==> src/rtl/draw_sdram_scheduler.sv <==
`default_nettype none
// draw_sdram_scheduler: per-frame, index-ordered owner of the SDRAM write port; owns frame_flip.
// Optional per-grant watchdog release is built when DRAW_SCHED_WATCHDOG_EN is defined.
module draw_sdram_scheduler #(
  parameter int          N_CLIENTS = 4,
  parameter logic [15:0] WD_CYCLES = 16'd60000
) (
  input  logic                     clk,
  input  logic                     reset,
  input  logic                     new_frame,
  input  logic [N_CLIENTS-1:0]     cl_enable,
  input  logic [N_CLIENTS-1:0]     cl_wr,
  input  logic [N_CLIENTS-1:0]     cl_done,
  input  logic [22*N_CLIENTS-1:0]  cl_addr,
  input  logic [128*N_CLIENTS-1:0] cl_data,
  input  logic [16*N_CLIENTS-1:0]  cl_be,
  output logic [N_CLIENTS-1:0]     cl_wait,
  output logic [N_CLIENTS-1:0]     cl_ac,
  input  logic                     sdram_wait_in,
  input  logic                     sdram_ac_in,
  output logic                     sdram_wr,
  output logic [21:0]              sdram_addr,
  output logic [127:0]             sdram_data,
  output logic [15:0]              sdram_be,
  output logic [N_CLIENTS-1:0]     grant,
  output logic                     frame_flip,
  output logic                     frame_ready,
  output logic                     overrun,
  output logic [N_CLIENTS-1:0]     wd_err
);

  localparam int IW = $clog2(N_CLIENTS);
  localparam int PW = $clog2(N_CLIENTS + 1);

  typedef enum logic [2:0] {
    WAIT_FRAME = 3'd0,
    SELECT     = 3'd1,
    OWN        = 3'd2,
    HANDOVER   = 3'd3,
    FRAME_DONE = 3'd4
  } state_t;

  state_t               state;
  logic [N_CLIENTS-1:0] en_q;
  logic [PW-1:0]        p;
  logic [IW-1:0]        cur;
  logic                 sel_found;
  logic [IW-1:0]        sel_idx;

`ifdef DRAW_SCHED_WATCHDOG_EN
  logic [15:0]          wd_cnt;
  logic [N_CLIENTS-1:0] wd_err_q;
  assign wd_err = wd_err_q;
`else
  logic unused_wd;
  assign wd_err    = '0;
  assign unused_wd = ^WD_CYCLES;
`endif

  // Lowest enabled index at or above the resume pointer.
  always_comb begin
    sel_found = 1'b0;
    sel_idx   = '0;
    for (int i = N_CLIENTS - 1; i >= 0; i--) begin
      if (en_q[i] && (PW'(i) >= p)) begin
        sel_found = 1'b1;
        sel_idx   = IW'(i);
      end
    end
  end

  // grant is zero outside OWN, so the mux and handshakes idle safely everywhere else.
  always_comb begin
    sdram_addr = '0;
    sdram_data = '0;
    sdram_be   = '0;
    for (int i = 0; i < N_CLIENTS; i++) begin
      if (grant[i]) begin
        sdram_addr = sdram_addr | cl_addr[i*22 +: 22];
        sdram_data = sdram_data | cl_data[i*128 +: 128];
        sdram_be   = sdram_be   | cl_be[i*16 +: 16];
      end
    end
  end

  assign sdram_wr = |(grant & cl_wr);
  assign cl_wait  = ~grant | (grant & {N_CLIENTS{sdram_wait_in}});
  assign cl_ac    = grant & {N_CLIENTS{sdram_ac_in}};

  always_ff @(posedge clk) begin
    if (reset) begin
      state       <= WAIT_FRAME;
      grant       <= '0;
      frame_flip  <= 1'b0;
      frame_ready <= 1'b1;
      overrun     <= 1'b0;
      en_q        <= '0;
      p           <= '0;
      cur         <= '0;
`ifdef DRAW_SCHED_WATCHDOG_EN
      wd_cnt      <= '0;
      wd_err_q    <= '0;
`endif
    end else begin
      overrun <= 1'b0;
      case (state)
        WAIT_FRAME, FRAME_DONE: begin
          if (new_frame) begin
            frame_flip  <= ~frame_flip;
            en_q        <= cl_enable;
            frame_ready <= 1'b0;
            p           <= '0;
            state       <= SELECT;
          end
        end
        SELECT: begin
          if (new_frame) overrun <= 1'b1;
          if (sel_found) begin
            grant <= {{(N_CLIENTS-1){1'b0}}, 1'b1} << sel_idx;
            cur   <= sel_idx;
            state <= OWN;
`ifdef DRAW_SCHED_WATCHDOG_EN
            wd_cnt <= '0;
`endif
          end else begin
            frame_ready <= 1'b1;
            state       <= FRAME_DONE;
          end
        end
        OWN: begin
          if (new_frame) overrun <= 1'b1;
`ifdef DRAW_SCHED_WATCHDOG_EN
          wd_cnt <= wd_cnt + 16'd1;
          if (!cl_done[cur] && (wd_cnt == WD_CYCLES - 16'd1)) begin
            wd_err_q[cur] <= 1'b1;
            grant         <= '0;
            state         <= HANDOVER;
          end
`endif
          if (cl_done[cur]) begin
            grant <= '0;
            state <= HANDOVER;
          end
        end
        HANDOVER: begin
          if (new_frame) overrun <= 1'b1;
          p     <= PW'(cur) + PW'(1);
          state <= SELECT;
        end
        default: begin
          grant <= '0;
          state <= WAIT_FRAME;
        end
      endcase
    end
  end

endmodule
`default_nettype wire

==> config.mk <==
export PLATFORM = sky130hd
export DESIGN_NAME = draw_sdram_scheduler
export DESIGN_NICKNAME = d
export VERILOG_FILES = /design/src/rtl/draw_sdram_scheduler.sv
export SDC_FILE = /design/constraint.sdc
export NUM_CORES = 1
export LEC_CHECK = 0
export ABC_CLOCK_PERIOD_IN_PS = 1800
export CORE_AREA = 2 2 342 344
export DETAILED_ROUTE_END_ITERATION = 12
export DIE_AREA = 0 0 344 346
export PLACE_DENSITY = 0.3
export SLEW_MARGIN = 0
export SYNTH_ARGS = -nofsm -noshare
export SYNTH_HDL_FRONTEND = slang
export SYNTH_SLANG_ARGS = --single-unit
==> constraint.sdc <==
create_clock -name clk -period 1.8 [get_ports clk]
set_input_delay 0.54 -clock clk [delete_from_list [all_inputs] [get_ports clk]]
set_output_delay 0.54 -clock clk [all_outputs]
set_load 0.01 [all_outputs]
# == After elaboration in Yosys (flattened, before gate mapping) ==
# Cells that the tools add are included.
# classes
n_reduce_logical,18
addsub,1
shift,1
order_cmp,5
n_eq_ne,8
n_mux,35
bitwise_logic,17
# op_table
cell,count
two-way mux 128 bit,4
bitwise OR 128 bit,3
two-way mux 22 bit,4
bitwise OR 22 bit,3
two-way mux 16 bit,4
bitwise OR 16 bit,3
bitwise AND 4 bit,3
two-way mux 3 bit,4
case mux 3 bit (4 select lines),1
case mux 4 bit (3 select lines),1
two-way mux 1 bit,8
two-way mux 2 bit,4
two-way mux 4 bit,2
"!= test 2 bit, second input constant",4
AND reduction 2 bit,4
"equality test 3 x 2 -> 1 bit, second input constant",2
">= comparator 1 x 3 -> 1 bit, first input constant",2
">= comparator 2 x 3 -> 1 bit, first input constant",2
case mux 3 bit (2 select lines),1
AND reduction 3 bit,2
OR reduction 3 bit,2
logical AND 1 bit,4
NOT 4 bit,1
bitwise OR 4 bit,1
12 further kinds,16
# totals
reg_bits,19
elab_cells,93
input_bits,681

# == Depth between registers and ports, before layout ==
# Gate-level depths: netlist of the first run.
# logic_depth
word_depth,9
mapped_depth,5

# == Worst setup path before layout of the first run ==
# No wires, ideal clock.
# synth_path
path_kind,reg-to-output
from,reg grant[0]
to,out sdram_addr[0]
setup_slack_ps,-136
path_stages_with_launch,6
n_path_buf,3
required_time_ps,1260
arrival_time_ps,1396
cell_sequence,dfxtp_1 clkbuf_1 clkbuf_1 clkbuf_1 a22oi_1 nand2_1
# synth_between
elab_chain_cells,7
# synth_lines
item,line_no,text
from (decl),25,"output logic [N_CLIENTS-1:0] grant,"
from (signal assigned),119,"grant <= {{(N_CLIENTS-1){1'b0}}, 1'b1} << sel_idx;"
two-way mux 22 bit *,78,if (grant[i]) begin
bitwise OR 22 bit,79,sdram_addr = sdram_addr | cl_addr[i*22 +: 22];
two-way mux 22 bit *,78,
bitwise OR 22 bit,79,
two-way mux 22 bit *,78,
bitwise OR 22 bit,79,
two-way mux 22 bit *,78,
to (decl),22,"output logic [21:0] sdram_addr,"
# Mark *: on every way between the ends. The rest lies on a longest branch, timed or not.

# == Final worst setup path of the first run ==
# layout_path
from,reg grant[0]
to,out sdram_data[54]
# layout_between
elab_chain_cells,7
# layout_lines
item,line_no,text
two-way mux 128 bit *,78,
bitwise OR 128 bit,80,sdram_data = sdram_data | cl_data[i*128 +: 128];
two-way mux 128 bit *,78,
bitwise OR 128 bit,80,
two-way mux 128 bit *,78,
bitwise OR 128 bit,80,
two-way mux 128 bit *,78,
to (decl),23,"output logic [127:0] sdram_data,"
# Marks and branches as above.

==> results.md, run 1 <==
Run
• **Max-cap violations** 0

Logic synthesis
• **Netlist Area Pre-Place** 0.00443 mm2
• **gate count of the mapped netlist** 693
• **count of different cell masters after synthesis** 41
• **fraction of the yosys area taken by sequential cells** 0.0858
• **number of enable-type register cells in the synthesized netlist** 0
• **per-instance average area after synthesis** 6.40 um2
• **count of state elements after synthesis** 19
• **main flop type after synthesis** sky130_fd_sc_hd__dfxtp_1
• **number of warnings printed during yosys synthesis** 0
• **share of synthesized registers carrying an async set or reset** 0

Run status
• **violations in the final reports** negative setup slack
• **outcome** finished with violations

Route
• **Routed WL** 93700 um
• **drc violations** 0
• **DRT Pass-1 Iters** 5
• **number of nets still failing antenna checks after routing** 0
• **via count** 10800
• **detail-routed via count per cell** 3.32
• **per-cell routed wire length** 28.9 um
• **initial DRC count** 613

Worst setup path
• **category of the critical setup timing path** reg2out
• **Reg-to-Reg End** grant[0]$_SDFFE_PP0P_
• **startpoint of the worst setup timing path** grant[0]$_SDFFE_PP0P_
• **signal arrival time at the worst endpoint** 1710 ps
• **Worst setup endpoint** sdram_data[54]
• **critical path data required time** 1260 ps
• **register-to-register path setup slack** 220 ps
• **crit end category** output port
• **critical-path maximum fanout** 6
• **Worst Setup Start Kind** flop
• **FF-to-FF Start** cur[1]$_SDFFE_PP0P_
• **r2r worst-path depth** 5

STA
• **max frequency** 0.444 GHz
• **final worst clock skew** 1.36 ps
• **RSZ-0062 raised after global routing** true
• **number of pins with negative max-slew slack in the final report** 0
• **Min Clock Period, post-route** 2250 ps
• **Period Utilization, post-route** 1.25
• **minimum setup slack in the final design** -452 ps
• **count of final setup violators** 172
• **Fin. Hold Viols** 0

Floorplanning
• **horizontal die dimension** 344 um
• **Row Count** 125
• **die outline area** 0.119 mm2
• **overall die height** 346 um
• **area of the core region** 0.115 mm2
• **Initial Utilization** 0.0384
• **total I/O pin count** 867

Hold path
• **Hold/Removal Path Class** reg2reg
• **launch point of the worst hold path** en_q[2]$_SDFFE_PP0P_

Clocking
• **H-tree depth reported by CTS** 1
• **hold buffer count at CTS** 0
• **# clock sinks** 19
• **cell at the root of the clock tree** sky130_fd_sc_hd__clkbuf_16
• **clock latency on the worst-skew pair** 250 ps
• **total clock buffers created by CTS** 3
• **Clk pin slew, worst setup/hold paths** 60 ps
• **Max Buffers Root-to-Sink** 2
• **TritonCTS clock tree** done

Place
• **Cells after DPL** 3122
• **Placer Congestion** 0.982
• **buffers added on ports** 862
• **placed wire-length estimate after detailed placement** 78600 um
• **cell area after placement** 0.0164 mm2

Global route
• **largest net degree at the start of global routing** 23
• **number of global-route vias before repair** 11700
• **initial antenna violation count** 55
• **Remaining Overflow, GRT** 0
• **global routing usage summed across all routing layers** 0.148
• **global-route wire length before repair** 118000 um

Pwr
• **leakage power figure** 7.53 nW
• **power density relative to cell area** 228 mW/mm2
• **worst IR drop on VDD** 0.000298 V

Finish
• **synthesis-to-layout area growth** 356%
• **final cell count without fillers** 3243
• **share of post-route cells with drive strength above 1** 0.469
• **final net count** 2393
• **design area** 0.0202 mm2

## cells by family (layout without fill, tap and decap cells)
family / after synthesis / count (layout) / share of synthesized area
AOI/OAI and AO/OA: 365 / 365 / 0.614
and+or+nand+nor: 219 / 219 / 0.204
buffers and inverters: 84 / 1098 / 0.0838
DFF: 19 / 19 / 0.0858
muxes: 3 / 3 / 0.00705
adders and majority gates: 1 / 1 / 0.00282
other: 1 / 13 / 0.000846
xor gates and xnor gates: 1 / 1 / 0.00198
## timing repair
item / in CTS / in global routing
endpoints found under the setup margin: 182 / 176
pin swaps: 154 / 162
setup buffers: 86 / 17
resized for setup: 1024 / 171
cloned: 25 / 2
## layout by cell type, fill, tap and decap left out, types with 24 or more instances in the layout
cell type,netlist,final
sky130_fd_sc_hd__a22oi_1,337,54
sky130_fd_sc_hd__a22oi_2,0,283
sky130_fd_sc_hd__buf_12,0,106
sky130_fd_sc_hd__buf_16,0,24
sky130_fd_sc_hd__buf_2,0,43
sky130_fd_sc_hd__buf_4,4,58
sky130_fd_sc_hd__buf_6,1,149
sky130_fd_sc_hd__buf_8,0,25
sky130_fd_sc_hd__clkdlybuf4s50_1,0,624
sky130_fd_sc_hd__dlygate4sd2_1,0,51
sky130_fd_sc_hd__nand2_1,172,78
sky130_fd_sc_hd__nand2_2,0,78
## final cells by class
| type | count | area, um2 |
|---|---|---|
| Antenna cell | 9 | 22.5 |
| Clock buffer | 4 | 78.8 |
| Fill cell | 12900 | 95200 |
| Inverter | 1 | 17.5 |
| Multi-Input combinational cell | 593 | 5440 |
| Sequential cell | 19 | 395 |
| Tap cell | 1524 | 1910 |
| Timing Repair Buffer | 1093 | 12400 |
## routing by layer
layer  wire (um)  vias to the layer above  global-route usage  part of all wire
li1            -                     4813                   -                 -
met1       36800                     5182               0.174              0.39
met2       47200                      589               0.272              0.50
met3        7810                      126              0.0436             0.083
met4        1430                       64              0.0135             0.015
met5         416                        -                   0            0.0044
## registers in the layout (all words and copies together), names as in the netlist
| signal | flops |
|---|---|
| overrun | 1 |
| frame_ready | 1 |
| cur | 2 |
| p | 3 |
| grant | 4 |
| state | 3 |
| en_q | 4 |
| frame_flip | 1 |
## Yosys cell counts (2+ instances only)
library cell | n | area share
sky130_fd_sc_hd__dfxtp_1 | 19 | 0.086
sky130_fd_sc_hd__nand2_1 | 172 | 0.15
sky130_fd_sc_hd__nor2_1 | 13 | 0.011
sky130_fd_sc_hd__nand2b_1 | 8 | 0.011
sky130_fd_sc_hd__a211oi_1 | 2 | 0.0034
sky130_fd_sc_hd__buf_1 | 3 | 0.0025
sky130_fd_sc_hd__a22oi_1 | 337 | 0.57
sky130_fd_sc_hd__a21oi_1 | 13 | 0.015
sky130_fd_sc_hd__mux2i_1 | 2 | 0.0045
sky130_fd_sc_hd__buf_4 | 4 | 0.0068
sky130_fd_sc_hd__clkbuf_8 | 2 | 0.0062
sky130_fd_sc_hd__clkbuf_1 | 73 | 0.062
sky130_fd_sc_hd__nand3_1 | 10 | 0.011
sky130_fd_sc_hd__nor2b_1 | 3 | 0.0042
sky130_fd_sc_hd__and2_1 | 5 | 0.0071
sky130_fd_sc_hd__o21ai_1 | 2 | 0.0023
## metrics by stage
step	total power, mW	TNS (ps)	hold slack [ps]	worst slack (ps)	util
floorplan	0.977	0	438	58.1	-
global placement	3.68	-82540	469	-967	0.142
detailed placement	3.68	-82540	465	-963	0.142
CTS	4.59	-55920	476	-458	0.169
global route	4.82	-57150	502	-468	0.175
finish	4.61	-48490	476	-452	0.175
## critical path, stage by stage (launching register included)
cell	delay (ps)
sky130_fd_sc_hd__dfxtp_4	360
sky130_fd_sc_hd__buf_12	150
sky130_fd_sc_hd__buf_12	150
sky130_fd_sc_hd__buf_12	150
sky130_fd_sc_hd__a22oi_2	280
sky130_fd_sc_hd__buf_4	190
sky130_fd_sc_hd__nand2_4	40
sky130_fd_sc_hd__buf_6	120
## how the worst min path moves through the flow
stage | end | slack [ps] | depth (start not counted)
finish | en_q[2]$_SDFFE_PP0P_ | 480 | 2
global route | en_q[2]$_SDFFE_PP0P_ | 500 | 2
CTS | en_q[2]$_SDFFE_PP0P_ | 480 | 2
detailed placement | en_q[2]$_SDFFE_PP0P_ | 470 | 2
global placement | en_q[0]$_SDFFE_PP0P_ | 470 | 2
floorplan | en_q[0]$_SDFFE_PP0P_ | 440 | 2
## where the power goes
part / switching (mW) / internal, mW / leakage, nW
clock network: 0.160 / 0.301 / 0.0382
logic: 1.44 / 2.24 / 7.33
registers: 0.0275 / 0.440 / 0.158
No activity file was read; power rests on OpenSTA's default activity.
==> inputs of run 2 (changes only) <==
Settings changed: ABC_CLOCK_PERIOD_IN_PS 1800 to 2300, CORE_AREA 2 2 342 344 to 2 2 334 336, DIE_AREA 0 0 344 346 to 0 0 336 338.
Clock period 1.8 ns to 2.3 ns, I/O delays scaled along.
==> run 2 against run 1 <==
Compared with the run above: the run still ends with negative setup slack left; wire length shrank 3.6%; first-iteration DRC count down 0.65%; sequential power decreased by 22%; die area down 4.6%; global-route usage shrank 0.44 points; design area fell by 12%; clock skew grew 1.2 ps; combinational power fell by 33%; clock power fell by 22%; total power fell by 31%; via count fell by 3.2%; clock-buffer cell count unchanged; critical path type unchanged.
==> results.md, run 2 (synthesis results as in run 1) <==
STA
• **max frequency** 0.430 GHz
• **count of final setup violators** 6, -97%
• **Min Clock Period, post-route** 2330 ps
• **Fin. Hold Viols** 0, unchanged
• **Period Utilization, post-route** 1.01
• **RSZ-0062 raised after global routing** true
• **final worst clock skew** 2.58 ps, +1.21 ps
• **number of pins with negative max-slew slack in the final report** 0, unchanged
• **minimum setup slack in the final design** -25.5 ps, +427 ps
• **final-layout worst hold slack** 483 ps, +6.47 ps

Finish
• **final cell count without fillers** 3135, -3.3%
• **share of post-route cells with drive strength above 1** 0.360, -0.109
• **final net count** 2310, -3.5%
• **synthesis-to-layout area growth** 303%
• **leading cell type in the layout, fill and taps excluded** sky130_fd_sc_hd__clkdlybuf4s50_1
• **biggest registers after layout** en_q x4, grant x4
• **number of filler instances in the final layout** 12500, -3.7%
• **sequential cell area** 395 um2, unchanged
• **commonest cells after routing, fill and taps aside** 479 x sky130_fd_sc_hd__clkdlybuf4s50_1, 195 x sky130_fd_sc_hd__a22oi_2, 175 x sky130_fd_sc_hd__dlygate4sd2_1
• **area of combinational cells with multiple inputs** 0.00486 mm2, -11%

Hold path
• **Hold/Removal Path Class** reg2reg
• **Hold Path Stages** 2, unchanged
• **launch point of the worst hold path** en_q[2]$_SDFFE_PP0P_
• **hold path endpoint** en_q[2]$_SDFFE_PP0P_

Global route
• **global-route wire length before repair** 108000 um, -8.2%
• **Remaining Overflow, GRT** 0, unchanged
• **largest net degree at the start of global routing** 28, +22%
• **initial antenna violation count** 78, +42%
• **number of global-route vias before repair** 10700, -8.9%
• **global routing usage summed across all routing layers** 0.144, -0.00442

Worst setup path
• **Reg-to-Reg End** grant[0]$_SDFFE_PP0P_
• **register-to-register path setup slack** 610 ps, +390 ps
• **critical path data required time** 1610 ps, +350 ps
• **r2r worst-path depth** 5, unchanged
• **signal arrival time at the worst endpoint** 1640 ps, -70 ps
• **Worst Setup Start Kind** flop
• **biggest cell delay along the critical path** 370 ps, about the same
• **Critical Path, Cell by Cell** buf_8, buf_16, a22oi_2, buf_4, nand2_1, buf_2
• **critical-path maximum fanout** 7, +1
• **Largest delay share family, worst path** buffers and inverters
• **critical path's slowest cell** sky130_fd_sc_hd__dfxtp_4
• **number of buffers and inverters on the critical path** 4, -1
• **crit end category** output port
• **FF-to-FF Start** cur[1]$_SDFFE_PP0P_
• **category of the critical setup timing path** reg2out

Route
• **number of nets still failing antenna checks after routing** 0, unchanged
• **via count** 10400, -3.2%
• **drc violations** 0, unchanged
• **Routed WL** 90300 um, -3.6%
• **initial DRC count** 609, -0.65%
• **DRT Pass-1 Iters** 4, -1
• **detail-routed via count per cell** 3.33, +0.18%
• **per-cell routed wire length** 28.8 um, -0.32%

Run status
• **outcome** finished with violations
• **violations in the final reports** negative setup slack

Pwr
• **part of the total power dissipated in the clock network** 0.112, +0.012
• **power density relative to cell area** 179 mW/mm2, -22%
• **Tot Pwr** 3.20 mW, -31%
• **Cell Int Power** 2.05 mW, -31%
• **worst IR drop on VDD** 0.000184 V, -38%
• **fraction of power consumed by sequential logic** 0.114, +0.013
• **leakage power figure** 7.21 nW, -4.3%
• **net switching share of the total power** 0.359, +0.00523
• **relative contribution of combinational cells to total power** 0.773, -0.026
• **net switching power figure** 1.15 mW, -30%

Floorplanning
• **Row Count** 122, -2.4%
• **Initial Utilization** 0.0403, +0.00187
• **overall die height** 338 um, -2.3%
• **die outline area** 0.114 mm2, -4.6%
• **horizontal die dimension** 336 um, -2.3%
• **total I/O pin count** 867, unchanged
• **area of the core region** 0.110 mm2, -4.6%

Place
• **Cells after DPL** 3062, -1.9%
• **buffers added on ports** 862, unchanged
• **placed wire-length estimate after detailed placement** 75400 um, -4.1%
• **Placer Congestion** 0.858, -13%
• **worst slack at placement** -782 ps, +181 ps

Clocking
• **TritonCTS clock tree** done
• **total clock buffers created by CTS** 3, unchanged
• **H-tree depth reported by CTS** 1, unchanged
• **clock latency on the worst-skew pair** 250 ps, about the same
• **Clk pin slew, worst setup/hold paths** 60 ps, about the same
• **cell at the root of the clock tree** sky130_fd_sc_hd__clkbuf_16
• **hold buffer count at CTS** 0, unchanged
• **# clock sinks** 19, unchanged
• **Max Buffers Root-to-Sink** 2, unchanged

Run
• **Max-cap violations** 0, unchanged

## run 2: what timing repair did
item                       4_1_cts  5_1_grt
resized for setup              923      189
gates cloned                    11        8
pin swaps                      133      114
setup endpoints to repair      171      147
setup buffers                   33        4
## run 2: how the worst max path moves through the flow
stage                                from  slack [ps]  cells past startpoint         endpoint
floorplan           grant[0]$_SDFFE_PP0P_         210                      5    sdram_addr[0]
global placement             cl_data[228]        -810                      4  sdram_data[100]
detailed placement           cl_data[228]        -780                      4  sdram_data[100]
CTS                 grant[0]$_SDFFE_PP0P_         -90                      7    sdram_data[0]
global route        grant[1]$_SDFFE_PP0P_         -80                      8   sdram_data[29]
finish              grant[1]$_SDFFE_PP0P_         -30                      6  sdram_data[125]
## run 2: routing by layer
metal  up-vias  track usage  share of wire
li1       4643            -              -
met1      4987        0.179           0.40
met2       602        0.243           0.48
met3       126       0.0589           0.10
met4        76      0.00744          0.011
met5         -            0         0.0051
## run 2: layout make-up
class | instances | share of cell area
clock buffers | 4 | 0.00441
multi-input cells | 593 | 0.272
diodes | 20 | 0.00280
repair buffers | 1010 | 0.593
flip-flops and latches | 19 | 0.0221
well taps | 1488 | 0.104
inverters | 1 | 0.000980
## run 2: per-stage QoR
stage	cell area [um2]	util	TNS [ps]
4_1_cts	17100	0.156	-1010
2_1_floorplan	4450	-	0
5_1_grt	17800	0.162	-867
6_report	17900	0.162	-94.6
3_3_place_gp	15900	0.145	-54940
3_5_place_dp	15900	0.145	-54530
## run 2: power groups by stage
| stage | sequential, mW | combinational, mW | clock, mW |
|---|---|---|---|
| global route | 0.369 | 2.59 | 0.387 |
| CTS | 0.367 | 2.45 | 0.367 |
| finish | 0.366 | 2.47 | 0.359 |
| global placement | 0.373 | 2.39 | 0 |
| floorplan | 0.371 | 0.388 | 0 |
| detailed placement | 0.373 | 2.39 | 0 |
## run 2: worst min-delay path, delay by kind of cell (launching register included)
kind	cells	cell delay, ps
AND/OR/NAND/NOR	1	60
flip-flops	1	320
AO/OA/AOI/OAI	1	50
